--- config.mk ---
export PLATFORM = sky130hd
export DESIGN_NAME = seg7_scan_driver_flat
export DESIGN_NICKNAME = d
export VERILOG_FILES = /design/src/rtl/seg7_scan_driver_if.sv /design/src/rtl/seg7_scan_driver.sv /design/src/flat_wrapper.sv
export SDC_FILE = /design/constraint.sdc
export NUM_CORES = 1
export LEC_CHECK = 0
export CAP_MARGIN = 30
export CORE_UTILIZATION = 33
export DETAILED_ROUTE_END_ITERATION = 7
export HOLD_SLACK_MARGIN = 0.08
export PLACE_DENSITY = 0.58
export SLEW_MARGIN = 20
export SYNTH_ARGS = -nofsm -noshare
export SYNTH_HDL_FRONTEND = slang
export SYNTH_SLANG_ARGS = --single-unit
--- constraint.sdc ---
create_clock -name clk -period 3.6 [get_ports clk]
set_input_delay 1.08 -clock clk [delete_from_list [all_inputs] [get_ports clk]]
set_output_delay 1.08 -clock clk [all_outputs]
set_load 0.01 [all_outputs]
--- src/rtl/seg7_scan_driver_if.sv ---
// Host/display bundle for the multiplexed 7-segment driver.
// The host side (master) supplies digit data and the load strobe.
// The driver side (slave) returns the segment, decimal-point, anode and frame-tick pins.
`timescale 1ns/1ps

interface seg7_scan_driver_if #(
  parameter int NUM_DIGITS = 4
);
  logic [4*NUM_DIGITS-1:0] value_in;
  logic [NUM_DIGITS-1:0]   dp_in;
  logic [NUM_DIGITS-1:0]   blank_in;
  logic                    lz_en;
  logic                    load;
  logic [6:0]              seg_out;
  logic                    dp_out;
  logic [NUM_DIGITS-1:0]   an_out;
  logic                    frame_tick;

  modport master (
    output value_in, dp_in, blank_in, lz_en, load,
    input  seg_out, dp_out, an_out, frame_tick
  );

  modport slave (
    input  value_in, dp_in, blank_in, lz_en, load,
    output seg_out, dp_out, an_out, frame_tick
  );
endinterface

--- src/rtl/seg7_scan_driver.sv ---
// Time-multiplexed multi-digit 7-segment driver.
// The host writes a staging buffer at any time; staged data moves to the displayed
// (shadow) buffer only at a frame boundary, so a frame never shows mixed data.
// One digit is driven per slot of REFRESH_DIV cycles; all pins are registered and
// change only when the digit index advances (plus the first edge after reset).
`timescale 1ns/1ps

module seg7_scan_driver #(
  parameter int NUM_DIGITS       = 4,
  parameter int REFRESH_DIV      = 50000,
  parameter int SEG_ACTIVE_LOW   = 1,
  parameter int ANODE_ACTIVE_LOW = 1
) (
  input  logic              clk,
  input  logic              rst_n,
  seg7_scan_driver_if.slave bus
);

  localparam int IDX_W = (NUM_DIGITS > 1) ? $clog2(NUM_DIGITS) : 1;
  localparam int CNT_W = (REFRESH_DIV > 1) ? $clog2(REFRESH_DIV) : 1;

  localparam logic [IDX_W-1:0] LAST_IDX = IDX_W'(NUM_DIGITS - 1);
  localparam logic [CNT_W-1:0] LAST_CNT = CNT_W'(REFRESH_DIV - 1);

  // Pin levels meaning "dark" / "no digit selected" for the chosen polarities.
  localparam logic [6:0]            SEG_OFF = (SEG_ACTIVE_LOW != 0) ? 7'h7F : 7'h00;
  localparam logic                  DP_OFF  = (SEG_ACTIVE_LOW != 0) ? 1'b1 : 1'b0;
  localparam logic [NUM_DIGITS-1:0] AN_OFF  = (ANODE_ACTIVE_LOW != 0) ? '1 : '0;

  // Hex to segment pattern in active-low form, bit 6 = a ... bit 0 = g.
  function automatic logic [6:0] hex_to_seg_al(input logic [3:0] nib);
    logic [6:0] pat;
    case (nib)
      4'h0: pat = 7'h01;
      4'h1: pat = 7'h4F;
      4'h2: pat = 7'h12;
      4'h3: pat = 7'h06;
      4'h4: pat = 7'h4C;
      4'h5: pat = 7'h24;
      4'h6: pat = 7'h20;
      4'h7: pat = 7'h0F;
      4'h8: pat = 7'h00;
      4'h9: pat = 7'h04;
      4'hA: pat = 7'h08;
      4'hB: pat = 7'h60;
      4'hC: pat = 7'h31;
      4'hD: pat = 7'h42;
      4'hE: pat = 7'h30;
      default: pat = 7'h38;
    endcase
    return pat;
  endfunction

  // ---------------------------------------------------------------- scan timing
  logic [CNT_W-1:0] div_cnt_reg;
  logic [IDX_W-1:0] idx_reg;
  logic [IDX_W-1:0] idx_next;
  logic             tick;
  logic             boundary;

  assign tick     = (div_cnt_reg == LAST_CNT);
  assign boundary = tick && (idx_reg == LAST_IDX);
  assign idx_next = !tick ? idx_reg
                  : (idx_reg == LAST_IDX) ? '0 : idx_reg + IDX_W'(1);

  // Prescaler and digit index: one slot per REFRESH_DIV cycles, wrapping over all digits.
  always_ff @(posedge clk) begin
    if (!rst_n) begin
      div_cnt_reg <= '0;
      idx_reg     <= '0;
    end else begin
      div_cnt_reg <= tick ? '0 : div_cnt_reg + CNT_W'(1);
      idx_reg     <= idx_next;
    end
  end

  // ---------------------------------------------------------------- double buffer
  logic [4*NUM_DIGITS-1:0] stage_value_reg;
  logic [NUM_DIGITS-1:0]   stage_dp_reg;
  logic [NUM_DIGITS-1:0]   stage_blank_reg;
  logic                    stage_lz_reg;
  logic                    pending_reg;

  logic [4*NUM_DIGITS-1:0] shadow_value_reg;
  logic [NUM_DIGITS-1:0]   shadow_dp_reg;
  logic [NUM_DIGITS-1:0]   shadow_blank_reg;
  logic                    shadow_lz_reg;

  logic                    commit;
  logic [4*NUM_DIGITS-1:0] shadow_value_next;
  logic [NUM_DIGITS-1:0]   shadow_dp_next;
  logic [NUM_DIGITS-1:0]   shadow_blank_next;
  logic                    shadow_lz_next;

  // The pre-edge staging content is what commits, so a load on the boundary cycle
  // itself waits for the following frame.
  assign commit            = boundary && pending_reg;
  assign shadow_value_next = commit ? stage_value_reg : shadow_value_reg;
  assign shadow_dp_next    = commit ? stage_dp_reg    : shadow_dp_reg;
  assign shadow_blank_next = commit ? stage_blank_reg : shadow_blank_reg;
  assign shadow_lz_next    = commit ? stage_lz_reg    : shadow_lz_reg;

  // Staging capture on load, shadow transfer at a frame boundary when data is pending.
  always_ff @(posedge clk) begin
    if (!rst_n) begin
      stage_value_reg  <= '0;
      stage_dp_reg     <= '0;
      stage_blank_reg  <= '0;
      stage_lz_reg     <= 1'b0;
      pending_reg      <= 1'b0;
      shadow_value_reg <= '0;
      shadow_dp_reg    <= '0;
      shadow_blank_reg <= '0;
      shadow_lz_reg    <= 1'b0;
    end else begin
      if (bus.load) begin
        stage_value_reg <= bus.value_in;
        stage_dp_reg    <= bus.dp_in;
        stage_blank_reg <= bus.blank_in;
        stage_lz_reg    <= bus.lz_en;
      end
      if (bus.load) begin
        pending_reg <= 1'b1;
      end else if (boundary) begin
        pending_reg <= 1'b0;
      end
      shadow_value_reg <= shadow_value_next;
      shadow_dp_reg    <= shadow_dp_next;
      shadow_blank_reg <= shadow_blank_next;
      shadow_lz_reg    <= shadow_lz_next;
    end
  end

  // ---------------------------------------------------------------- per-digit decode
  // Everything below is computed from the post-edge shadow so the digit driven
  // right after a boundary already shows the newly committed frame.
  logic [NUM_DIGITS-1:0] zero_from;
  logic [3:0]            nib     [NUM_DIGITS];
  logic [6:0]            lit_seg [NUM_DIGITS];
  logic [NUM_DIGITS-1:0] lit_dp;
  logic [NUM_DIGITS-1:0] lz_dark;

  // zero_from[k]: nibble k and every more significant nibble are zero.
  always_comb begin
    zero_from = '0;
    zero_from[NUM_DIGITS-1] = (shadow_value_next[4*(NUM_DIGITS-1) +: 4] == 4'h0);
    for (int k = NUM_DIGITS - 2; k >= 0; k--) begin
      zero_from[k] = zero_from[k+1] && (shadow_value_next[4*k +: 4] == 4'h0);
    end
  end

  for (genvar gi = 0; gi < NUM_DIGITS; gi++) begin : g_digit
    assign nib[gi] = shadow_value_next[4*gi +: 4];

    // The least significant digit always shows, so a value of zero reads "0".
    if (gi == 0) begin : g_lsd
      assign lz_dark[gi] = 1'b0;
    end else begin : g_upper
      assign lz_dark[gi] = shadow_lz_next && zero_from[gi];
    end

    // Active-high "lit" form; polarity is applied once at the output mux.
    assign lit_seg[gi] = (shadow_blank_next[gi] || lz_dark[gi]) ? 7'h00
                                                                 : ~hex_to_seg_al(nib[gi]);
    assign lit_dp[gi]  = shadow_dp_next[gi] && !shadow_blank_next[gi];
  end

  // ---------------------------------------------------------------- output pins
  logic [6:0]            seg_next;
  logic                  dp_next;
  logic [NUM_DIGITS-1:0] an_hot;
  logic [NUM_DIGITS-1:0] an_next;

  // Select the digit addressed by the post-edge index and apply pin polarities.
  always_comb begin
    an_hot          = '0;
    an_hot[idx_next] = 1'b1;
    seg_next = (SEG_ACTIVE_LOW != 0) ? ~lit_seg[idx_next] : lit_seg[idx_next];
    dp_next  = (SEG_ACTIVE_LOW != 0) ? ~lit_dp[idx_next]  : lit_dp[idx_next];
    an_next  = (ANODE_ACTIVE_LOW != 0) ? ~an_hot : an_hot;
  end

  logic [6:0]            seg_reg;
  logic                  dp_reg;
  logic [NUM_DIGITS-1:0] an_reg;
  logic                  frame_tick_reg;
  logic                  active_reg;

  // Registered pins: refreshed when the index advances, and once right after reset
  // so digit 0 lights on the first edge; frame_tick marks the wrap back to digit 0.
  always_ff @(posedge clk) begin
    if (!rst_n) begin
      seg_reg        <= SEG_OFF;
      dp_reg         <= DP_OFF;
      an_reg         <= AN_OFF;
      frame_tick_reg <= 1'b0;
      active_reg     <= 1'b0;
    end else begin
      if (tick || !active_reg) begin
        seg_reg <= seg_next;
        dp_reg  <= dp_next;
        an_reg  <= an_next;
      end
      frame_tick_reg <= boundary;
      active_reg     <= 1'b1;
    end
  end

  assign bus.seg_out    = seg_reg;
  assign bus.dp_out     = dp_reg;
  assign bus.an_out     = an_reg;
  assign bus.frame_tick = frame_tick_reg;

endmodule

--- src/flat_wrapper.sv ---
// flat-port wrapper written by rule: the top's interface ports become plain ports
module seg7_scan_driver_flat 
#(
  parameter int NUM_DIGITS       = 4,
  parameter int REFRESH_DIV      = 50000,
  parameter int SEG_ACTIVE_LOW   = 1,
  parameter int ANODE_ACTIVE_LOW = 1
)
  (clk, rst_n, bus_value_in, bus_dp_in, bus_blank_in, bus_lz_en, bus_load, bus_seg_out, bus_dp_out, bus_an_out, bus_frame_tick);
  seg7_scan_driver_if #(.NUM_DIGITS(NUM_DIGITS)) bus_i ();
  input  logic clk;
  input  logic rst_n;
  input wire logic [$bits(bus_i.value_in)-1:0] bus_value_in;
  input wire logic [$bits(bus_i.dp_in)-1:0] bus_dp_in;
  input wire logic [$bits(bus_i.blank_in)-1:0] bus_blank_in;
  input wire logic [$bits(bus_i.lz_en)-1:0] bus_lz_en;
  input wire logic [$bits(bus_i.load)-1:0] bus_load;
  output wire logic [$bits(bus_i.seg_out)-1:0] bus_seg_out;
  output wire logic [$bits(bus_i.dp_out)-1:0] bus_dp_out;
  output wire logic [$bits(bus_i.an_out)-1:0] bus_an_out;
  output wire logic [$bits(bus_i.frame_tick)-1:0] bus_frame_tick;
  assign bus_i.value_in = bus_value_in;
  assign bus_i.dp_in = bus_dp_in;
  assign bus_i.blank_in = bus_blank_in;
  assign bus_i.lz_en = bus_lz_en;
  assign bus_i.load = bus_load;
  assign bus_seg_out = bus_i.seg_out;
  assign bus_dp_out = bus_i.dp_out;
  assign bus_an_out = bus_i.an_out;
  assign bus_frame_tick = bus_i.frame_tick;
  seg7_scan_driver #(.NUM_DIGITS(NUM_DIGITS), .REFRESH_DIV(REFRESH_DIV), .SEG_ACTIVE_LOW(SEG_ACTIVE_LOW), .ANODE_ACTIVE_LOW(ANODE_ACTIVE_LOW)) u_core (.clk(clk), .rst_n(rst_n), .bus(bus_i));
endmodule
==> results of run 1 <==
==> worst max path at each step <==
stage / slack [ns] / start / end
floorplan: 0.006 / u_core.div_cnt_reg[0] / u_core.bus.seg_out[6]
global placement: 0.19 / u_core.div_cnt_reg[0] / u_core.bus.seg_out[5]
detailed placement: 0.14 / u_core.div_cnt_reg[0] / u_core.bus.seg_out[5]
CTS: 0.11 / u_core.div_cnt_reg[0] / u_core.bus.seg_out[5]
global route: 0.02 / u_core.div_cnt_reg[0] / u_core.bus.seg_out[1]
finish: 0.18 / u_core.div_cnt_reg[0] / u_core.bus.seg_out[1]
==> Yosys cell counts, types with 3 or more instances <==
master,number,area (µm²)
nor2_1,90,337.8
dfxtp_1,83,1662
mux2i_1,52,520.5
nand2_1,41,153.9
a21oi_1,33,165.2
inv_1,28,105.1
ha_1,23,287.8
clkbuf_1,22,82.58
nor3_1,18,90.09
nand3_1,17,85.08
o21ai_0,17,85.08
a31oi_1,13,81.33
o221ai_1,11,96.34
and3_1,9,56.30
xor2_1,9,78.83
buf_2,7,35.03
nand2b_1,7,43.79
o211ai_1,7,52.55
mux2_2,6,67.56
xnor2_1,6,52.55
nand3b_1,4,30.03
nand4_1,4,25.02
nor3b_1,4,30.03
nor4_1,4,25.02
o22ai_1,4,25.02
or3_1,4,25.02
a41oi_1,3,26.28
and2_1,3,18.77
nor4bb_1,3,30.03
o311ai_0,3,26.28
o31ai_1,3,22.52
==> tightest hold or removal path: cells and delay by family, from the launching register on <==
kind,cells,cell delay [ns]
AOI/OAI and AO/OA,1,0.05
DFF,1,0.30
and+or+nand+nor,1,0.05
==> power breakdown <==
part | switching, mW | internal, mW
combinational | 0.0640 | 0.0731
sequential | 0.0333 | 0.946
clock | 0.379 | 0.521
total | 0.476 | 1.54
==> final cells by class <==
| class | count | area (µm²) |
|---|---|---|
| fillers | 1513 | 8782 |
| multi-input cells | 446 | 3043 |
| flip-flops and latches | 83 | 1662 |
| repair buffers | 58 | 530.5 |
| clock buffers | 12 | 266.5 |
| well taps | 184 | 230.2 |
| inverters | 29 | 108.9 |
| clock inverters | 3 | 21.27 |
==> cells by family (layout without fill, tap and decap cells) <==
family / Yosys count / count (layout) / share of synthesized area (%)
compound gates: 122 / 122 / 16.55
xor+xnor: 15 / 15 / 2.642
fa+ha+maj: 23 / 23 / 5.786
buf+inv: 64 / 102 / 6.012
flops: 83 / 83 / 33.41
mux: 61 / 61 / 13.01
simple gates: 225 / 225 / 22.59
==> metal layers <==
| layer | global-route usage (%) | vias to the layer above | share of wire [%] | routed length, µm |
|---|---|---|---|---|
| met1 | 24.46 | 2184 | 47 | 6660 |
| met5 | 0 | - | 0 | 0 |
| met2 | 29.08 | 157 | 45 | 6379 |
| met4 | 8.206 | 0 | 2.7 | 376 |
| met3 | 3.608 | 29 | 4.9 | 696 |
| li1 | - | 2194 | - | - |
==> stage by stage <==
stage	cell area, µm²	hold slack, ns	std cells	power, mW	setup WS (ns)
2_1_floorplan	4977	0.4130	593	1.064	0.006148
3_3_place_gp	5535	0.4219	798	1.133	0.1891
3_5_place_dp	5535	0.4413	798	1.138	0.1354
4_1_cts	5823	0.4498	813	2.047	0.1056
5_1_grt	5862	0.4779	815	2.104	0.02247
6_report	5862	0.4474	815	2.017	0.1787
==> what timing repair did <==
| item | in CTS | in global routing |
|---|---|---|
| gates resized for setup | 0 | 5 |
| buffers inserted | 0 | 2 |
| setup endpoints to repair | 0 | 7 |
| hold buffers | 0 | 0 |
==> flow_summary.toml, run 1 <==
[status]
status = "finished, violations left"
violations = "design-rule violations"

[setup_path]
end_kind = "flip-flop"
path_common_cell = "ha_1"
start_kind = "flip-flop"
slowest_delay_ns = 0.36
critPathArrivalTime_ns = 3.65
cpMaxStageDelayCell = "dfxtp_1"
path_cells = "ha_1, and3_2, and4_4, nand2_8, mux2i_2, ha_1, and2_1, a41o_1, mux2i_1, a21boi_1, o221ai_1, a311oi_2, a31oi_1"
cpLargestDelayFamily = "compound AO/OA/AOI/OAI gates"
required_ns = 3.83
cp.depth = 13
cp_max_fo = 13
r2r_start = "u_core.div_cnt_reg[0]"
rrSetupSlack_ns = 0.18
rr_worst_depth = 13
crit_buf_inv = 0
r2r-end = "u_core.bus.seg_out[1]"
crit_type = "reg -> reg"

[min_path]
hold_path_startpoint = "u_core.shadow_dp_reg[2]"
hold_end = "u_core.shadow_dp_reg[2]"
hold_path_class = "reg -> reg"
min_path_cells = 2

[yosys]
syn-num-nets = 644
ys_async_sr_fraction_pct = 0
synth.distinct_cells = 70
synthFlopType = "dfxtp_1"
ys_seq_area_share_pct = 33.41
synth_warnings = 0
ys_ff_latch = 83
syn_area_um2 = 4974
syn_area_per_cell_um2 = 8.387
netlist_instances = 593
synth-edff-count = 0

[clock_tree]
clockBufferDepth = 2
cts_max_level = 3
root_buffer = "clkbuf_16"
worst_skew_pair.late_latency_ns = 0.35
cts_inserted_buffers = 9
cts_tree = "yes"
path_clk_slew_ns = 0.06
cts.sinks = 83

[place]
dp_hpwl_um = 10300
port_buffers = 40
place_congestion = 0.9213

[floorplan]
initial_core_util_pct = 33.96
fp.dieH_um = 124.8
dieArea_um2 = 15570
placementRows = 44
core_area_um2 = 14640
io_pins = 41
die-width_um = 124.8

[grt]
grt_antenna_before_repair = 0
track_usage_pct = 18.50
grt_max_degree = 29
gr-total-overflow = 0
grt_pass1_wl_um = 22600
grt_pass1_vias = 4204

[timing]
fmax_mhz = 292.3
setup_violations = 0
rsz0062_at_grt = "no"
relSlewSlack_pct = 46.62
finalCritPeriodShare_pct = 95.04
hold_viol_final = 0
tightest_slew_ns = 0.8007
min_period_ns = 3.421
clock_skew_ns = 0.005539
drv_slew = 0
finalSetupTns_ns = 0

[finish]
n_antenna_cell = 0
area_delta_synth_final_pct = 17.86
layout_commonest_cell = "nor2_1"
mostFrequentLayoutCells = "nor2_1 (89), dfxtp_1 (83), mux2i_1 (51)"
fin_nets = 678
fin_util_pct = 40.03
drive_gt1_share_pct = 9.509

[detailed_routing]
drc = 2
wl_per_cell_um = 17.32
vias = 4564
drtAntennaViolNets = 0
drt_iter0_markers = 272
drt-total-wl_um = 14110
vias_per_cell = 5.600
drtPass1Iterations = 8

[power]
leakage_nw = 2.387
max-vdd-ir-drop_uv = 246.5
p_per_area_nw_per_um2 = 344.1

[flow_run]
drv_cap = 0
Note: power is estimated with default switching activity, not from simulation.
==> run 2, diff against run 1 <==
- CORE_UTILIZATION: 33 -> 45
- PLACE_DENSITY: 0.58 -> 0.73
==> run 2 against run 1 <==
  * The run now ends clean
  * Sequential cell count unchanged
  * Clock power decreased by 15%
  * Global-route usage grew 6.3 points
  * Via count decreased by 1.6%
  * Register-to-register slack improved by 0.10 ns
  * Worst setup slack better by 0.10 ns
  * Routed wire length fell by 6.0%
  * Critical path type unchanged
==> flow_summary.toml, run 2 (synthesized netlist as in run 1, its figures left out) <==
[clock_tree]
cts_inserted_buffers = 9
clockBufferDepth = 2
path_clk_slew_ns = 0.09
cts_max_level = 3
cts.sinks = 83
worst_skew_pair.late_latency_ns = 0.38
cts_tree = "yes"
ctsHoldBuffers = 0
root_buffer = "clkbuf_8"

[detailed_routing]
drc = 0
wl_per_cell_um = 17.03
vias_per_cell = 5.768
drt-total-wl_um = 13270
vias = 4493
drtAntennaViolNets = 0
drt_iter0_markers = 304
drtPass1Iterations = 5

[power]
p_comb_share_pct = 7.5
p_switching_mw = 0.4500
max-vdd-ir-drop_uv = 367.4
seqPwrFrac_pct = 51.9
leakage_nw = 2.384
switching_share_pct = 23.88
intPower_mw = 1.434
p_per_area_nw_per_um2 = 325.4
total_power_mw = 1.884
pwr-share-clk_pct = 40.7

[setup_path]
cp_max_fo = 14
start_kind = "flip-flop"
end_kind = "flip-flop"
critPathArrivalTime_ns = 3.59
crit_type = "reg -> reg"
required_ns = 3.87

[place]
dp_hpwl_um = 9754
port_buffers = 40
place_congestion = 0.9375

[finish]
area_delta_synth_final_pct = 16.43
seqCellArea_um2 = 1662
multiInputGateArea_um2 = 3030
fillers = 1012
mostFrequentLayoutCells = "nor2_1 (89), dfxtp_1 (83), mux2i_1 (51)"
n_antenna_cell = 0
drive_gt1_share_pct = 9.859
layout_commonest_cell = "nor2_1"
fin_nets = 685

[grt]
grt_antenna_before_repair = 0
grt_pass1_vias = 4324
gr-total-overflow = 0
grt_max_degree = 37
track_usage_pct = 24.85
grt_pass1_wl_um = 21980

[floorplan]
core_area_um2 = 10790
fp.dieH_um = 107.1
dieArea_um2 = 11480
io_pins = 41
die-width_um = 107.1
placementRows = 38
initial_core_util_pct = 46.08

[status]
status = "finished, final reports clean"

[timing]
rsz0062_at_grt = "no"
clock_skew_ns = 0.01097
hold_viol_final = 0
setup_violations = 0
drv_slew = 0
tightest_slew_ns = 0.6855
fmax_mhz = 301.1
whs_ns = 0.4448
relSlewSlack_pct = 52.99
min_period_ns = 3.321
finalSetupTns_ns = 0
finalCritPeriodShare_pct = 92.26

[min_path]
hold_path_class = "reg -> reg"

[flow_run]
drv_cap = 0
## run 2: changes by cell type in the layout (fill, tap and decap cells not counted), moves of 2 or more
cell / change
clkbuf_16: -9
buf_4: +7
clkbuf_8: +7
bufinv_16: +2
nor4bb_1: +2
nor4bb_2: -2
## run 2: per-layer routing
metal | track usage, % | up-vias | share of wire (%)
met5 | 0 | - | 0
met4 | 9.589 | 0 | 1.9
met3 | 6.322 | 19 | 5.8
met2 | 38.85 | 134 | 46
met1 | 32.71 | 2139 | 47
li1 | - | 2201 | -
## run 2: worst paths after layout
path	from	to	slack [ns]	cells past startpoint
min	u_core.div_cnt_reg[0]	u_core.div_cnt_reg[0]	0.44	1
min reg2reg	u_core.div_cnt_reg[0]	u_core.div_cnt_reg[0]	0.44	1
max	u_core.div_cnt_reg[0]	u_core.bus.seg_out[1]	0.28	14
max reg2reg	u_core.div_cnt_reg[0]	u_core.bus.seg_out[1]	0.28	14
## run 2: final cells by class
cell class | instances | share of cell area [%]
inverters | 29 | 1.880
clock inverters | 5 | 1.469
multi-input cells | 446 | 52.33
clock buffers | 11 | 2.442
repair buffers | 65 | 10.16
well taps | 140 | 3.025
flip-flops and latches | 83 | 28.69
## run 2: stage by stage
| stage | std cells | cell area [µm²] | worst slack [ns] | utilization, % |
|---|---|---|---|---|
| 3_5_place_dp | 761 | 5538 | 0.1729 | 51.31 |
| 2_1_floorplan | 593 | 4977 | 0.006148 | - |
| 4_1_cts | 777 | 5764 | 0.1422 | 53.41 |
| 5_1_grt | 779 | 5791 | 0.03681 | 53.65 |
| 3_3_place_gp | 761 | 5538 | 0.2589 | 51.31 |
| 6_report | 779 | 5791 | 0.2787 | 53.65 |
## run 2: critical path, stage by stage, from the launching register on
cell	delay, ns
dfxtp_1	0.35
ha_1	0.19
and3_1	0.27
and4_4	0.32
nand2_8	0.14
mux2i_2	0.20
ha_1	0.25
nor4bb_1	0.14
buf_4	0.16
a41o_1	0.20
mux2i_1	0.21
a21boi_1	0.22
o221ai_1	0.14
a311oi_1	0.28
a31oi_1	0.12
## run 2: power by group through the flow
stage | combinational, mW | clock, mW | sequential (mW)
2_1_floorplan | 0.0781 | 0 | 0.985
3_3_place_gp | 0.137 | 0 | 0.997
3_5_place_dp | 0.141 | 0 | 0.998
4_1_cts | 0.142 | 0.792 | 0.977
5_1_grt | 0.155 | 0.826 | 0.982
6_report | 0.140 | 0.766 | 0.977
## run 2: timing repair
| item | in CTS | in global routing |
|---|---|---|
| endpoints found under the setup margin | 0 | 6 |
| resized for setup | 0 | 3 |
| setup buffers | 0 | 2 |
| hold endpoints to repair | 0 | 0 |
